--- src/rtl/vid_timing_pkg.sv ---
// Shared types and constants for the video output timing generator.
//   vid_timing_t : one axis of display timing (active / front porch / sync / back porch)
//   H_640, V_480 : default 640x480@60 timing
//   RGB_*        : colour-bar palette, bar_rgb() maps a bar index to its colour
package vid_timing_pkg;

  typedef struct packed {
    int unsigned active;
    int unsigned fp;
    int unsigned sync;
    int unsigned bp;
  } vid_timing_t;

  localparam vid_timing_t H_640 = '{active: 640, fp: 16, sync: 96, bp: 48};
  localparam vid_timing_t V_480 = '{active: 480, fp: 10, sync: 2,  bp: 33};

  localparam int unsigned DEF_CNT_W   = 12;
  localparam int unsigned RGB_W       = 24;
  localparam int unsigned FIFO_W      = 32;
  localparam int unsigned FRAME_CNT_W = 16;

  localparam logic [RGB_W-1:0] RGB_WHITE   = 24'hFF_FF_FF;
  localparam logic [RGB_W-1:0] RGB_YELLOW  = 24'hFF_FF_00;
  localparam logic [RGB_W-1:0] RGB_CYAN    = 24'h00_FF_FF;
  localparam logic [RGB_W-1:0] RGB_GREEN   = 24'h00_FF_00;
  localparam logic [RGB_W-1:0] RGB_MAGENTA = 24'hFF_00_FF;
  localparam logic [RGB_W-1:0] RGB_RED     = 24'hFF_00_00;
  localparam logic [RGB_W-1:0] RGB_BLUE    = 24'h00_00_FF;
  localparam logic [RGB_W-1:0] RGB_BLACK   = 24'h00_00_00;

  // Bar order left to right: white, yellow, cyan, green, magenta, red, blue, black.
  function automatic logic [RGB_W-1:0] bar_rgb(input logic [2:0] idx);
    logic [RGB_W-1:0] c;
    case (idx)
      3'd0:    c = RGB_WHITE;
      3'd1:    c = RGB_YELLOW;
      3'd2:    c = RGB_CYAN;
      3'd3:    c = RGB_GREEN;
      3'd4:    c = RGB_MAGENTA;
      3'd5:    c = RGB_RED;
      3'd6:    c = RGB_BLUE;
      default: c = RGB_BLACK;
    endcase
    return c;
  endfunction

endpackage

--- src/rtl/vid_hv_counter.sv ---
// Horizontal/vertical raster counters with region decode.
// Ports:
//   clk, rst_n   : pixel clock, async active-low reset
//   run          : low from reset until the first clock after release; counting
//                  starts at h=0,v=0 on the clock after that
//   h_cnt, v_cnt : raster position; h=0,v=0 is the first active pixel
//   active_c     : position is inside the active window
//   hsync_c      : h in the sync region (polarity-free)
//   vsync_c      : v in the sync region (polarity-free)
//   origin_c     : position is the frame origin
//   frame_end_c  : last pixel of the frame (v wraps on the next clock)
module vid_hv_counter
  import vid_timing_pkg::*;
#(
  parameter int unsigned H_ACTIVE = H_640.active,
  parameter int unsigned H_FP     = H_640.fp,
  parameter int unsigned H_SYNC   = H_640.sync,
  parameter int unsigned H_BP     = H_640.bp,
  parameter int unsigned V_ACTIVE = V_480.active,
  parameter int unsigned V_FP     = V_480.fp,
  parameter int unsigned V_SYNC   = V_480.sync,
  parameter int unsigned V_BP     = V_480.bp,
  parameter int unsigned CNT_W    = DEF_CNT_W
) (
  input  logic             clk,
  input  logic             rst_n,
  output logic             run,
  output logic [CNT_W-1:0] h_cnt,
  output logic [CNT_W-1:0] v_cnt,
  output logic             active_c,
  output logic             hsync_c,
  output logic             vsync_c,
  output logic             origin_c,
  output logic             frame_end_c
);

  localparam int unsigned H_TOTAL = H_ACTIVE + H_FP + H_SYNC + H_BP;
  localparam int unsigned V_TOTAL = V_ACTIVE + V_FP + V_SYNC + V_BP;

  localparam logic [CNT_W-1:0] H_LAST     = CNT_W'(H_TOTAL - 1);
  localparam logic [CNT_W-1:0] V_LAST     = CNT_W'(V_TOTAL - 1);
  localparam logic [CNT_W-1:0] H_ACT_END  = CNT_W'(H_ACTIVE);
  localparam logic [CNT_W-1:0] V_ACT_END  = CNT_W'(V_ACTIVE);
  localparam logic [CNT_W-1:0] H_SYNC_BEG = CNT_W'(H_ACTIVE + H_FP);
  localparam logic [CNT_W-1:0] H_SYNC_END = CNT_W'(H_ACTIVE + H_FP + H_SYNC);
  localparam logic [CNT_W-1:0] V_SYNC_BEG = CNT_W'(V_ACTIVE + V_FP);
  localparam logic [CNT_W-1:0] V_SYNC_END = CNT_W'(V_ACTIVE + V_FP + V_SYNC);

  logic line_end_c;

  // Region decode.
  always_comb begin
    line_end_c  = run && (h_cnt == H_LAST);
    frame_end_c = line_end_c && (v_cnt == V_LAST);
    active_c    = run && (h_cnt < H_ACT_END) && (v_cnt < V_ACT_END);
    hsync_c     = (h_cnt >= H_SYNC_BEG) && (h_cnt < H_SYNC_END);
    vsync_c     = (v_cnt >= V_SYNC_BEG) && (v_cnt < V_SYNC_END);
    origin_c    = run && (h_cnt == '0) && (v_cnt == '0);
  end

  // Raster counters; the first clock after reset release only arms run.
  always_ff @(posedge clk or negedge rst_n) begin
    if (!rst_n) begin
      run   <= 1'b0;
      h_cnt <= '0;
      v_cnt <= '0;
    end else if (!run) begin
      run <= 1'b1;
    end else if (line_end_c) begin
      h_cnt <= '0;
      v_cnt <= frame_end_c ? '0 : v_cnt + CNT_W'(1);
    end else begin
      h_cnt <= h_cnt + CNT_W'(1);
    end
  end

endmodule

--- src/rtl/vid_out_timing.sv ---
// Display timing generator draining the DDR read-channel FIFO.
// Ports:
//   clk, rst_n     : pixel clock (= FIFO read clock), async active-low reset
//   fifo_data_i    : FIFO dout, valid one clock after fifo_rden_o; [23:0] = RGB888
//   fifo_empty_i   : FIFO empty flag
//   pat_en_i       : (VID_TEST_PATTERN_EN only) colour-bar select, sampled at frame origin
//   fifo_rden_o    : FIFO read enable, one clock ahead of de_o
//   fval_o         : frame valid to the DDR read channel; rises at vsync start,
//                    falls after the last active pixel
//   hsync_o/vsync_o: syncs, polarity from SYNC_POL
//   de_o, rgb_o    : data enable and pixel
//   underflow_o    : sticky read-while-empty flag, cleared on the fval_o rise
//   frame_cnt_o    : completed frames, wraps
// Build option: define VID_TEST_PATTERN_EN to add the colour-bar generator.
module vid_out_timing
  import vid_timing_pkg::*;
#(
  parameter int unsigned H_ACTIVE = H_640.active,
  parameter int unsigned H_FP     = H_640.fp,
  parameter int unsigned H_SYNC   = H_640.sync,
  parameter int unsigned H_BP     = H_640.bp,
  parameter int unsigned V_ACTIVE = V_480.active,
  parameter int unsigned V_FP     = V_480.fp,
  parameter int unsigned V_SYNC   = V_480.sync,
  parameter int unsigned V_BP     = V_480.bp,
  parameter int unsigned SYNC_POL = 0,
  parameter int unsigned CNT_W    = DEF_CNT_W,
  // Reset value of frame_cnt_o; left at 0 except to exercise the wrap.
  parameter logic [15:0] FRAME_CNT_RST = 16'h0000
) (
  input  logic        clk,
  input  logic        rst_n,
  input  logic [31:0] fifo_data_i,
  input  logic        fifo_empty_i,
`ifdef VID_TEST_PATTERN_EN
  input  logic        pat_en_i,
`endif
  output logic        fifo_rden_o,
  output logic        fval_o,
  output logic        hsync_o,
  output logic        vsync_o,
  output logic        de_o,
  output logic [23:0] rgb_o,
  output logic        underflow_o,
  output logic [15:0] frame_cnt_o
);

  localparam logic SYNC_ACT = 1'(SYNC_POL);
  localparam logic [CNT_W-1:0] FVAL_SET_V = CNT_W'(V_ACTIVE + V_FP);
  localparam logic [CNT_W-1:0] FVAL_CLR_V = CNT_W'(V_ACTIVE - 1);
  localparam logic [CNT_W-1:0] FVAL_CLR_H = CNT_W'(H_ACTIVE);

  logic             run;
  logic [CNT_W-1:0] h_cnt;
  logic [CNT_W-1:0] v_cnt;
  logic             active_c;
  logic             hsync_c;
  logic             vsync_c;
  logic             origin_c;
  logic             frame_end_c;

  vid_hv_counter #(
    .H_ACTIVE(H_ACTIVE), .H_FP(H_FP), .H_SYNC(H_SYNC), .H_BP(H_BP),
    .V_ACTIVE(V_ACTIVE), .V_FP(V_FP), .V_SYNC(V_SYNC), .V_BP(V_BP),
    .CNT_W(CNT_W)
  ) u_hv (
    .clk         (clk),
    .rst_n       (rst_n),
    .run         (run),
    .h_cnt       (h_cnt),
    .v_cnt       (v_cnt),
    .active_c    (active_c),
    .hsync_c     (hsync_c),
    .vsync_c     (vsync_c),
    .origin_c    (origin_c),
    .frame_end_c (frame_end_c)
  );

  logic        fval_set_c;
  logic        fval_clr_c;
  logic        pat_c;
  logic        uf_c;
  logic        uf_slot_q;
  logic [23:0] fifo_rgb_c;
  logic        unused_hi;

  // fval rises at vsync start (prefetch window) and drops right after the last read's pixel.
  assign fval_set_c = run && (v_cnt == FVAL_SET_V) && (h_cnt == '0);
  assign fval_clr_c = run && (v_cnt == FVAL_CLR_V) && (h_cnt == FVAL_CLR_H);

`ifdef VID_TEST_PATTERN_EN
  localparam int unsigned BAR_W = (H_ACTIVE >= 8) ? (H_ACTIVE / 8) : 1;

  logic             pat_q;
  logic             pat_dly_q;
  logic [23:0]      bar_q;
  logic [CNT_W-1:0] bar_div_c;
  logic [2:0]       bar_idx_c;

  // Pattern select only changes at the origin, so a frame is never mixed.
  assign pat_c     = origin_c ? pat_en_i : pat_q;
  assign bar_div_c = h_cnt / CNT_W'(BAR_W);
  assign bar_idx_c = (bar_div_c > CNT_W'(7)) ? 3'd7 : bar_div_c[2:0];

  // Bar colour registered alongside de_o.
  always_ff @(posedge clk or negedge rst_n) begin
    if (!rst_n) begin
      pat_q     <= 1'b0;
      pat_dly_q <= 1'b0;
      bar_q     <= '0;
    end else begin
      if (origin_c) pat_q <= pat_en_i;
      pat_dly_q <= pat_c;
      bar_q     <= active_c ? bar_rgb(bar_idx_c) : '0;
    end
  end
`else
  logic unused_origin;
  assign pat_c         = 1'b0;
  assign unused_origin = origin_c;
`endif

  assign fifo_rden_o = active_c && !pat_c;
  assign uf_c        = fifo_rden_o && fifo_empty_i;
  assign unused_hi   = ^fifo_data_i[31:24];

  // Registered syncs, enable, frame valid, underflow and frame counter.
  always_ff @(posedge clk or negedge rst_n) begin
    if (!rst_n) begin
      hsync_o     <= ~SYNC_ACT;
      vsync_o     <= ~SYNC_ACT;
      de_o        <= 1'b0;
      fval_o      <= 1'b0;
      underflow_o <= 1'b0;
      uf_slot_q   <= 1'b0;
      frame_cnt_o <= FRAME_CNT_RST;
    end else begin
      hsync_o   <= hsync_c ? SYNC_ACT : ~SYNC_ACT;
      vsync_o   <= vsync_c ? SYNC_ACT : ~SYNC_ACT;
      de_o      <= active_c;
      uf_slot_q <= uf_c;
      if (fval_set_c)      fval_o <= 1'b1;
      else if (fval_clr_c) fval_o <= 1'b0;
      if (uf_c)            underflow_o <= 1'b1;
      else if (fval_set_c) underflow_o <= 1'b0;
      if (frame_end_c)     frame_cnt_o <= frame_cnt_o + 16'd1;
    end
  end

  // FIFO dout is already a register; gate it with the registered qualifiers so the
  // pixel lands in the de_o cycle, and blank a slot whose read found the FIFO empty.
  assign fifo_rgb_c = (de_o && !uf_slot_q) ? fifo_data_i[23:0] : '0;

`ifdef VID_TEST_PATTERN_EN
  assign rgb_o = pat_dly_q ? bar_q : fifo_rgb_c;
`else
  assign rgb_o = fifo_rgb_c;
`endif

endmodule

--- config.mk ---
export PLATFORM = sky130hd
export DESIGN_NAME = vid_out_timing
export DESIGN_NICKNAME = d
export VERILOG_FILES = /design/src/rtl/vid_timing_pkg.sv /design/src/rtl/vid_hv_counter.sv /design/src/rtl/vid_out_timing.sv
export SDC_FILE = /design/constraint.sdc
export NUM_CORES = 1
export LEC_CHECK = 0
export CAP_MARGIN = 10
export CELL_PAD_IN_SITES_DETAIL_PLACEMENT = 0
export CELL_PAD_IN_SITES_GLOBAL_PLACEMENT = 1
export CORE_ASPECT_RATIO = 0.75
export CORE_MARGIN = 10
export CORE_UTILIZATION = 35
export CTS_CLUSTER_DIAMETER = 200
export DETAILED_ROUTE_END_ITERATION = 16
export PLACE_DENSITY_LB_ADDON = 0.1
export SKIP_CTS_REPAIR_TIMING = 1
export SLEW_MARGIN = 40
export SYNTH_ARGS = -nofsm -noshare
export SYNTH_HDL_FRONTEND = slang
export SYNTH_SLANG_ARGS = --single-unit
--- constraint.sdc ---
create_clock -name clk -period 2.46 [get_ports clk]
set_clock_uncertainty 0.05 [all_clocks]
set_input_delay 0.369 -clock clk [delete_from_list [all_inputs] [get_ports clk]]
set_output_delay 0.369 -clock clk [all_outputs]
set_load 0.02 [all_outputs]
==> run summary <==
wire length of the first global-routing pass -> 11300 µm
final worst path period need -> 2360 ps
met2 track demand over resource in global routing -> 17.1%
number of global-route vias before repair -> 2084
worst reg2reg path startpoint -> u_hv.h_cnt[7]
Layout fillers -> 688
critical-path maximum fanout -> 23
final design utilization -> 51.7%
met1 usage -> 17.6%
final cell count without fillers -> 438
share of the synthesized area in the top cell type -> 44.2%
starting density of the core -> 36.6%
CP Cell Sequence -> or4_4 > or4_1 > buf_6 > or4b_1 > o21ai_1
hpwl dp -> 5350 µm
top achievable clock speed -> 424 MHz
root buffer selected by CTS -> sky130_fd_sc_hd__clkbuf_8
power density of the placed cells -> 511 nW/µm²
critical path's largest stage delay -> 580 ps
final net count -> 379
Routed Antenna Nets -> 0
count leader, synth -> sky130_fd_sc_hd__dfrtp_1
cell area after technology mapping -> 2550 µm²
gp weighted congestion -> 0.772
sequential cell area fraction in the yosys report -> 46.2%
count of buffering cells on the critical path with inverters included -> 1
count of flip-flops with a built-in enable after synthesis -> 0
Final Hold Viols -> 0
status -> complete, no violations
Hold/Removal Path Class -> reg2reg
synthesis-to-layout area growth -> 41.2%
setup repair after global routing missed its margin -> false
x dimension of the die -> 119 µm
number of cells after detailed placement -> 429
dominant cell type by area after synthesis -> sky130_fd_sc_hd__dfrtp_1
category of the critical setup timing path -> reg2reg
Wirelength per Cell -> 15.7 µm
Worst Tran Pin Value -> 544 ps
cell type group with the largest total delay on the critical path -> simple AND/OR/NAND/NOR gates
number of warning messages in the yosys log -> 0
number of failing setup endpoints in the final timing report -> 0
fraction of layout cells with a size suffix above 1 -> 11.2%
global-route met3 utilization -> 4.14%
Avg Vias per Cell -> 4.93
TritonCTS clock tree -> yes
number of detailed-route iterations in the first pass -> 4
Worst Path Required -> 2640 ps
Setup TNS Final -> 0 ps
total inserted antenna cells -> 0
insertion delay to the later sink of the worst-skew pair -> 310 ps
number of buffers created by CTS -> 5
PortBufs -> 72
clock input transition at the sequential cells of the worst setup and hold paths -> 90 ps
number of sinks on the clock net -> 47
data arrival time of the critical path -> 2540 ps
initial antenna violation count -> 0
total congestion overflow -> 0
slowest stage cell, crit path -> sky130_fd_sc_hd__or4_4
total number of placement rows -> 26
kind of start point of the critical path -> register
largest cells by area after synthesis -> sky130_fd_sc_hd__dfrtp_1 44%, sky130_fd_sc_hd__xor2_1 6.2%, sky130_fd_sc_hd__and2_1 6.1%
static leakage power -> 1.55 nW
number of DRC violations after detailed routing -> 0
max-capacitance violation count -> 0
vertical extent of the die -> 93.9 µm
crit end category -> register
post-synthesis net count -> 296
maximum buffer depth of the clock tree -> 2
source of the critical timing path -> u_hv.h_cnt[7]
count of distinct cell types in the synthesized netlist -> 40
pin count of the biggest net entering global routing -> 38
core box area -> 6960 µm²
average size of a mapped cell -> 9.96 µm²
fraction of registers with async set or reset after synthesis -> 100%
area of the multi-input gates -> 1270 µm²
die outline area -> 11100 µm²
htree depth -> 2
I/O pins -> 81
drt total wl -> 6890 µm
GRT Util Overall -> 12.5%
DRC violation total after the first TritonRoute iteration -> 91
IR Drop Worst-Case VDD -> 0.000345 V
commonest cells in the synthesized netlist -> 45 x sky130_fd_sc_hd__dfrtp_1, 25 x sky130_fd_sc_hd__and2_1, 20 x sky130_fd_sc_hd__nand2_1
Post-synth top flop -> sky130_fd_sc_hd__dfrtp_1
relative slew slack -> 63.4%
cell count after synthesis -> 256
DR vias -> 2159
Sequential cell area -> 1180 µm²
flop and latch count out of synthesis -> 47
launch point of the worst hold path -> frame_cnt_o[15]
Final Cycle Share -> 95.9%
busiest metal layer after global routing -> met1
number of pins with negative max-slew slack in the final report -> 0
-- layout make-up --
cell class | count | area share (%)
timing repair buffer | 88 | 23.5
sequential | 47 | 32.7
clock inverter | 2 | 1.67
clock buffer | 6 | 2.02
tap | 98 | 3.41
inverter | 12 | 1.25
multi-input combinational | 185 | 35.4
-- cells in the final DEF, fill, tap and decap left out, types with 5 or more instances in the layout --
cell type and n:
sky130_fd_sc_hd__clkdlybuf4s50_1 70, sky130_fd_sc_hd__and2_1 25, sky130_fd_sc_hd__ha_1 5, sky130_fd_sc_hd__nand2_1 20, sky130_fd_sc_hd__inv_1 12, sky130_fd_sc_hd__xor2_1 18, sky130_fd_sc_hd__nor2_1 7, sky130_fd_sc_hd__o21ai_0 6
sky130_fd_sc_hd__xnor2_1 7, sky130_fd_sc_hd__nand4_1 11, sky130_fd_sc_hd__nand3_1 14, sky130_fd_sc_hd__nor4_1 6, sky130_fd_sc_hd__buf_4 15, sky130_fd_sc_hd__clkbuf_8 5, sky130_fd_sc_hd__nor4_2 8, sky130_fd_sc_hd__nor3_1 12
sky130_fd_sc_hd__dfrtp_1 45, sky130_fd_sc_hd__and4_1 6
-- where the power goes --
part           leakage [nW]  switching [W]  internal (W)
Clock                0.0654       0.000268      0.000406
Sequential            0.628      0.0000475      0.000816
Combinational         0.854       0.000146      0.000156
-- metrics by stage --
stage | hold WS, ps | power (W) | instance area (µm²) | worst slack, ps
after global placement | 411 | 0.00118 | 3440 | 123
after global routing | 453 | 0.00193 | 3600 | 18.0
after floorplan | 23.4 | 0.00103 | 2550 | 274
after CTS | -28.7 | 0.00186 | 3580 | -90.5
final | 425 | 0.00184 | 3600 | 100
after detailed placement | 320 | 0.00118 | 3450 | 98.7
-- routing by layer --
layer  up-vias  wire, µm
li1       1069         -
met1      1016      3630
met2        66      2670
met3         8       498
met4         0        88
met5         -         0
-- registers in the layout, indices dropped and copies added (netlist names) --
| name | count |
|---|---|
| de_o | 1 |
| frame_cnt_o | 16 |
| fval_o | 1 |
| hsync_o | 1 |
| u_hv.h_cnt | 12 |
| u_hv.run | 1 |
| u_hv.v_cnt | 12 |
| uf_slot_q | 1 |
| underflow_o | 1 |
| vsync_o | 1 |
-- cell families (layout without fill, tap and decap cells) --
kind of cell	Yosys count	in the layout	share of synthesized area (%)
multiplexers	5	5	2.06
buffers and inverters	24	108	3.97
adder cells (fa/ha/maj)	5	5	2.45
XOR/XNOR	25	25	8.59
AO/OA/AOI/OAI	22	22	5.59
other	1	1	0.147
flip-flops	47	47	46.2
AND/OR/NAND/NOR	127	127	31.0
-- final timing paths --
check / end / slack, ps / cells past startpoint
worst max-delay path: u_hv.v_cnt[9] / 100 / 5
min in group asynchronous: u_hv.h_cnt[11] / 510 / 2
max in group asynchronous: frame_cnt_o[7] / 1330 / 3
worst min register to register: frame_cnt_o[15] / 420 / 1
worst min-delay path: frame_cnt_o[15] / 420 / 1
worst max register to register: u_hv.v_cnt[9] / 100 / 5
Power figures use the tool's default switching activity.
